**config.mk**
```make
export PLATFORM = sky130hd
export DESIGN_NAME = lfsr_trigger_seq
export DESIGN_NICKNAME = d
export VERILOG_FILES = /design/src/rtl/lfsr_trigger_seq.sv
export SDC_FILE = /design/constraint.sdc
export NUM_CORES = 1
export LEC_CHECK = 0
export BUFFER_PORTS_ARGS = -buffer_cell sky130_fd_sc_hd__buf_2
export CORE_MARGIN = 2
export CORE_UTILIZATION = 33
export CTS_CLUSTER_SIZE = 12
export DETAILED_ROUTE_END_ITERATION = 10
export PLACE_DENSITY = 0.87
export SLEW_MARGIN = 10
export SYNTH_ARGS = -nofsm -noshare
export SYNTH_HDL_FRONTEND = slang
export SYNTH_SLANG_ARGS = --single-unit
export TNS_END_PERCENT = 1
```
**constraint.sdc**
```tcl
create_clock -name clk -period 2.16 [get_ports clk]
set_input_delay 0.432 -clock clk [delete_from_list [all_inputs] [get_ports clk]]
set_output_delay 0.432 -clock clk [all_outputs]
set_load 0.01 [all_outputs]
```
**src/rtl/lfsr_trigger_seq.sv**
```systemverilog
// Trigger-qualified 20-bit Fibonacci LFSR (x^20+x^17+1). It arms on the word sequence PATTERN_A, PATTERN_B.
// Defining LFSR_TRIG_TIMEOUT_EN bounds the RUN window to RUN_LEN cycles; otherwise RUN holds until rst.
module lfsr_trigger_seq #(
  parameter logic [127:0] PATTERN_A = 128'h00112233445566778899AABBCCDDEEFF,
  parameter logic [127:0] PATTERN_B = 128'h3243F6A8885A308D313198A2E0370734,
  parameter logic [19:0]  SEED      = 20'h00001,
  parameter logic [19:0]  RUN_LEN   = 20'd1024
) (
  input  logic         clk,
  input  logic         rst,
  input  logic [127:0] data,
  input  logic         data_valid,
  output logic [19:0]  counter,
  output logic         active,
  output logic [1:0]   state
);

  typedef enum logic [1:0] {
    IDLE  = 2'd0,
    GOT_A = 2'd1,
    RUN   = 2'd2
  } state_t;

  // An all-zero seed would lock the LFSR, so it is forced to 1.
  localparam logic [19:0] SEED_EFF = (SEED == 20'd0) ? 20'h00001 : SEED;

  state_t      state_q, state_d;
  logic [19:0] counter_q, counter_d;
  logic        active_q, active_d;
  logic        match_a, match_b, fb;

  assign match_a = data_valid && (data == PATTERN_A);
  assign match_b = data_valid && (data == PATTERN_B);
  assign fb      = counter_q[19] ^ counter_q[16];

`ifdef LFSR_TRIG_TIMEOUT_EN
  localparam logic [19:0] RUN_LAST = (RUN_LEN == 20'd0) ? 20'd0 : RUN_LEN - 20'd1;
  logic [19:0] run_cnt_q, run_cnt_d;
`else
  logic unused_run_len;
  assign unused_run_len = ^RUN_LEN;
`endif

  always_comb begin
    state_d   = state_q;
    counter_d = SEED_EFF;
    case (state_q)
      IDLE: begin
        if (match_a) state_d = GOT_A;
      end
      GOT_A: begin
        // B is tested first so that identical patterns still arm.
        if (match_b)         state_d = RUN;
        else if (match_a)    state_d = GOT_A;
        else if (data_valid) state_d = IDLE;
      end
      RUN: begin
        counter_d = {counter_q[18:0], fb};
`ifdef LFSR_TRIG_TIMEOUT_EN
        if (run_cnt_q == RUN_LAST) begin
          state_d   = IDLE;
          counter_d = SEED_EFF;
        end
`endif
      end
      default: state_d = IDLE;
    endcase
    active_d = (state_d == RUN);
  end

`ifdef LFSR_TRIG_TIMEOUT_EN
  always_comb begin
    run_cnt_d = 20'd0;
    if (state_q == RUN && state_d == RUN) run_cnt_d = run_cnt_q + 20'd1;
  end

  always_ff @(posedge clk or posedge rst) begin
    if (rst) run_cnt_q <= 20'd0;
    else     run_cnt_q <= run_cnt_d;
  end
`endif

  always_ff @(posedge clk or posedge rst) begin
    if (rst) begin
      state_q   <= IDLE;
      counter_q <= SEED_EFF;
      active_q  <= 1'b0;
    end else begin
      state_q   <= state_d;
      counter_q <= counter_d;
      active_q  <= active_d;
    end
  end

  assign counter = counter_q;
  assign active  = active_q;
  assign state   = state_q;

endmodule

```
==> impl_metrics.py, run 1 <==
metrics = {
    "global_routing": {
        "grt-ovfl-total": 0,
        "grt_max_degree": 24,
        "grt_pass1_wl_mm": 7.47,
        "grt_usage": 0.212,
        "grt_pass1_vias": 1720,
        "antenna_found_initial": 0,
    },
    "die": {
        "die_width_um": 67.3,
        "start_util": 0.338,
        "dieHeight_um": 67.3,
        "dieArea_um2": 4530,
        "core-area_um2": 3910,
        "ios": 154,
        "rows": 23,
    },
    "yosys": {
        "synthSimpleGateAreaFrac": 0.534,
        "synthAdderAreaFrac": 0,
        "yosysSeqAreaShare": 0.436,
        "ys_ff_latch": 23,
        "yosys_warnings": 0,
        "yosysTopAreaCell": "dfrtp_1",
        "synth.area.top_cells": "dfrtp_1, and2_1, nor4bb_1, nor4b_1, nand4_1",
        "yosys.area_share.xor_xnor": 0.00662,
        "syn-cell-area_um2": 1320,
        "synth_nets": 258,
        "ys_types": 27,
        "synth_compound_area_frac": 0.0151,
        "synth.mux.area_fraction": 0,
        "avgSynthCellArea_um2": 10.4,
        "synth_top_family_by_area": "simple AND/OR/NAND/NOR gates",
        "netlist.area_leader.share": 0.416,
        "syn_inst": 127,
    },
    "sta": {
        "period_needed_ns": 2.10,
        "fmax_mhz": 477,
        "fin_ws_ns": 0.0648,
        "hold_viol_final": 0,
        "worst-slew-pin-transition_ns": 0.514,
        "rsz0062_at_grt": "no",
        "fin_skew_ns": 0.00820,
        "drv_slew": 0,
        "min_period_over_period": 0.970,
        "relSlewSlack": 0.653,
        "setup_viol": 0,
    },
    "pwr": {
        "total_power_w": 0.000865,
        "leakage_nw": 1.20,
        "power.density_nw_per_um2": 388,
        "ir_drop_uv": 283,
    },
    "cells_and_area": {
        "num_antenna_cells": 0,
        "seq_area_um2": 577,
        "fin_nets": 419,
        "drive_above_1_share": 0.575,
        "area_growth_pct": 68.3,
        "multi_input_area_um2": 734,
        "nFillCells": 376,
    },
    "clocking": {
        "cts_sinks": 23,
        "hold_buffers": 0,
        "clock_latency_ns": 0.26,
        "clk_path_buf_depth": 2,
        "cts_tree": "yes",
        "post-cts-setup-buffer-count": 0,
        "numCtsBuffers": 3,
        "cts-htree-levels": 1,
        "cts_resized": 0,
        "clk_pin_slew_ns": 0.08,
        "cts-root-buf": "clkbuf_8",
    },
    "place": {
        "place_ws_ns": -0.176,
        "routabilityCongestion": 0.912,
        "portBuffers": 153,
        "post-dp-hpwl_mm": 4.13,
    },
    "worst_setup_path": {
        "slowest_delay_ns": 0.57,
        "worstPathRequired_ns": 2.33,
        "arrival_ns": 2.27,
        "cp_slowest_cell": "or4_1",
        "crit_path_end_kind": "register",
        "path_max_fanout": 2,
        "worst-path-buf-inv": 1,
        "critPathLaunchType": "input pin",
        "r2r_cells": 4,
        "path_cells": "buf_2 -> or4b_1 -> or4_1 -> or4_1 -> o21bai_1",
        "cp_num_cells": 5,
        "path_delay_family": "simple AND/OR/NAND/NOR gates",
        "path_class": "input pin to register",
        "worst_path_most_repeated_cell": "or4_1",
    },
    "route": {
        "first_iter_violations": 54,
        "wire_per_inst_um": 14.0,
        "finalWirelength_mm": 4.71,
        "ant_nets": 0,
        "drc": 0,
        "drt_pass1_iterations": 4,
        "vias": 1695,
        "vias_per_cell": 5.03,
    },
    "min_path": {
        "hold_class": "input pin to async pin",
    },
    "run_status": {
        "status": "finished, final reports clean",
    },
    "run": {
        "maxCapViolations": 0,
    },
}
kinds of logic after synthesis:
logic type             Yosys count
AND/OR/NAND/NOR                 97
buffers and inverters            3
XOR/XNOR                         1
flip-flops                      23
AO/OA/AOI/OAI                    3
worst min-delay path, stage by stage:
cell   delay [ns]
buf_2        0.09
inv_1        0.04
buf_4        0.28
final timing paths:
path | slack [ns] | to | start
max in group asynchronous | 1.68 | counter[0] | rst
setup / recovery | 0.06 | active | data[1]
setup reg to reg | 0.34 | active | state[0]
hold / removal | 0.19 | counter[9] | rst
hold reg to reg | 0.48 | counter[15] | counter[14]
min in group clk | 0.46 | state[0] | data_valid
layout by cell type, fill, tap and decap left out, drive strengths merged, types with 2 or more instances in the layout:
| cell | n |
|---|---|
| nand2 | 7 |
| and2 | 19 |
| buf | 158 |
| nor4bb | 10 |
| nor4 | 9 |
| nand3 | 4 |
| nand4 | 12 |
| o21bai | 2 |
| or4 | 4 |
| clkbuf | 4 |
| and4b | 2 |
| nor2 | 7 |
| nand4b | 5 |
| or4b | 3 |
| dfrtp | 22 |
| nor4b | 9 |
area by class of cell:
type	count	area share
Clock buffer	4	0.0202
Inverter	1	0.00169
Multi-Input combinational cell	101	0.330
Sequential cell	23	0.259
Tap cell	50	0.0281
Timing Repair Buffer	158	0.361
layer usage:
metal | routed length, µm | track usage | vias to the layer above
li1 | - | - | 826
met1 | 1880 | 0.256 | 768
met2 | 2330 | 0.384 | 87
met3 | 414 | 0.0367 | 14
met4 | 83 | 0.0612 | 0
met5 | 0 | 0 | -
flip-flops by register name (all words and copies together) (netlist names):
| register | cells |
|---|---|
| state | 2 |
| counter | 20 |
| active | 1 |
power breakdown:
group	total (W)	internal, W	switching, W
clock	0.000257	0.000131	0.000126
sequential	0.000430	0.000430	0
combinational	0.000177	0.000108	0.0000686
cells in the mapped netlist:
cell and n:
and2_1 19, and4b_1 2, clkbuf_1 2, dfrtp_1 22
dfstp_2 1, inv_1 1, nand2_1 7, nand3_1 4
nand3b_1 1, nand4_1 11, nand4_4 1, nand4b_1 4
nand4b_4 1, nand4bb_1 1, nor2_1 7, nor2b_1 1
nor3_1 1, nor4_1 9, nor4b_1 9, nor4bb_1 10
o21ai_1 1, o21bai_1 2, or3b_2 1, or4_1 4
or4b_1 3, or4bb_1 1, xnor2_1 1
metrics by stage:
stage,utilization,hold WS [ns],instance area [µm²],instances,TNS [ns]
3_3_place_gp,0.557,0.453,2180,333,-0.223
4_1_cts,0.569,0.200,2230,337,0
2_1_floorplan,-,0.433,1320,127,0
6_report,0.569,0.192,2230,337,0
5_1_grt,0.569,0.210,2230,337,0
3_5_place_dp,0.557,0.460,2180,333,-0.317
(Power assumes the default switching activity.)
==> inputs of run 2 (changes only) <==
--- a/config.mk
+++ b/config.mk
@@ -10,7 +10,8 @@
 export CORE_UTILIZATION = 33
 export CTS_CLUSTER_SIZE = 12
 export DETAILED_ROUTE_END_ITERATION = 10
-export PLACE_DENSITY = 0.87
+export MAX_ROUTING_LAYER = met4
+export PLACE_DENSITY = 0.8
 export SLEW_MARGIN = 10
 export SYNTH_ARGS = -nofsm -noshare
 export SYNTH_HDL_FRONTEND = slang
==> run 2 against run 1 <==
  * Die area did not move
  * Clock-buffer cell count did not move
  * Sequential share of layout area did not move
  * Utilization did not move
  * Global-route usage fell by 0.20 points
  * Via count fell by 0.65%
  * Clock power barely moved
  * Cell count did not move
  * Critical path depth did not move
  * Routed wire length fell by 0.72%
  * Setup slack improved by 0.018 ns
  * Largest power group unchanged
  * Highest routed layer unchanged
==> impl_metrics.py, run 2 (synthesis results as in run 1) <==
metrics = {
    "place": {
        "routabilityCongestion": 0.948,
        "portBuffers": 153,
        "post-dp-hpwl_mm": 4.18,
    },
    "sta": {
        "rsz0062_at_grt": "no",
        "drv_slew": 0,
        "fin_skew_ns": 0.00170,
        "fmax_mhz": 482,
        "setup_viol": 0,
        "min_period_over_period": 0.961,
        "relSlewSlack": 0.660,
        "fin_setup_tns_ns": 0,
        "worst-slew-pin-transition_ns": 0.503,
        "period_needed_ns": 2.08,
        "hold_viol_final": 0,
    },
    "route": {
        "vias_per_cell": 5.00,
        "wire_per_inst_um": 13.9,
        "first_iter_violations": 72,
        "finalWirelength_mm": 4.68,
        "vias": 1684,
        "drt_pass1_iterations": 4,
        "ant_nets": 0,
        "drc": 0,
    },
    "die": {
        "ios": 154,
        "die_width_um": 67.3,
        "dieArea_um2": 4530,
        "start_util": 0.338,
        "dieHeight_um": 67.3,
        "core-area_um2": 3910,
        "rows": 23,
    },
    "global_routing": {
        "grt-ovfl-total": 0,
        "grt_pass1_vias": 1688,
        "grt_pass1_wl_mm": 7.12,
        "antenna_found_initial": 0,
        "grt_usage": 0.210,
        "grt_max_degree": 24,
    },
    "cells_and_area": {
        "final_cell_mix": "buf_2, dfrtp_1, and2_1",
        "num_antenna_cells": 0,
        "largest_register_ffs": 20,
        "fin_nets": 419,
        "layout_commonest_cell": "buf_2",
        "drive_above_1_share": 0.575,
        "fin_util": 0.569,
        "area_growth_pct": 68.3,
    },
    "clocking": {
        "cts_sinks": 23,
        "cts-root-buf": "clkbuf_8",
        "hold_buffers": 0,
        "clock_latency_ns": 0.25,
        "clk_path_buf_depth": 2,
        "cts_tree": "yes",
        "cts_resized": 0,
        "cts-htree-levels": 1,
        "numCtsBuffers": 3,
        "post-cts-setup-buffer-count": 0,
        "clk_pin_slew_ns": 0.08,
    },
    "min_path": {
        "hold_class": "input pin to async pin",
    },
    "worst_setup_path": {
        "path_max_fanout": 2,
        "critPathLaunchType": "input pin",
        "arrival_ns": 2.25,
        "worstPathRequired_ns": 2.34,
        "crit_path_end_kind": "register",
        "path_class": "input pin to register",
    },
    "run": {
        "maxCapViolations": 0,
    },
    "run_status": {
        "status": "finished, final reports clean",
    },
    "pwr": {
        "power.density_nw_per_um2": 387,
        "leakage_nw": 1.20,
        "ir_drop_uv": 224,
    },
}
-- run 2: worst paths after layout --
| kind | slack [ns] | to | start | cells after the start |
|---|---|---|---|---|
| setup / recovery | 0.08 | active | data[1] | 5 |
| hold / removal | 0.19 | counter[9] | rst | 3 |
| setup reg to reg | 0.35 | active | state[0] | 4 |
| hold reg to reg | 0.48 | counter[16] | counter[15] | 1 |
| max in group asynchronous | 1.69 | counter[0] | rst | 3 |
| min in group clk | 0.46 | state[0] | data_valid | 3 |
-- run 2: power breakdown --
| part | internal [W] | switching, W |
|---|---|---|
| clock network | 0.000131 | 0.000124 |
| logic | 0.000108 | 0.0000670 |
| registers | 0.000430 | 0 |
-- run 2: layout make-up --
type | count | area (µm²)
clock buffer | 4 | 45.0
fill | 367 | 1690
inverter | 1 | 3.75
multi-input combinational | 101 | 734
sequential | 23 | 577
tap | 50 | 62.6
timing repair buffer | 158 | 803
-- run 2: per-stage QoR --
stage | total power (W) | setup slack (ns) | hold WS [ns] | cell area [µm²] | instances
2_1_floorplan | 0.000475 | 0.0541 | 0.433 | 1320 | 127
3_3_place_gp | 0.000610 | -0.113 | 0.452 | 2180 | 333
3_5_place_dp | 0.000614 | -0.179 | 0.468 | 2180 | 333
4_1_cts | 0.000871 | 0.0866 | 0.202 | 2230 | 337
5_1_grt | 0.000906 | 0.00778 | 0.240 | 2230 | 337
6_report | 0.000861 | 0.0832 | 0.195 | 2230 | 337
-- run 2: metal layers --
| metal | vias to the layer above | part of all wire | global-route usage |
|---|---|---|---|
| met5 | - | 0 | - |
| met4 | 0 | 0.013 | 0.0536 |
| met3 | 6 | 0.066 | 0.0117 |
| met2 | 78 | 0.53 | 0.387 |
| met1 | 775 | 0.39 | 0.249 |
| li1 | 825 | - | - |
-- run 2: worst max-delay path, stage by stage --
cell and delay, ns:
buf_2 0.11, or4b_1 0.51, or4_1 0.48, or4_1 0.56
o21bai_1 0.16
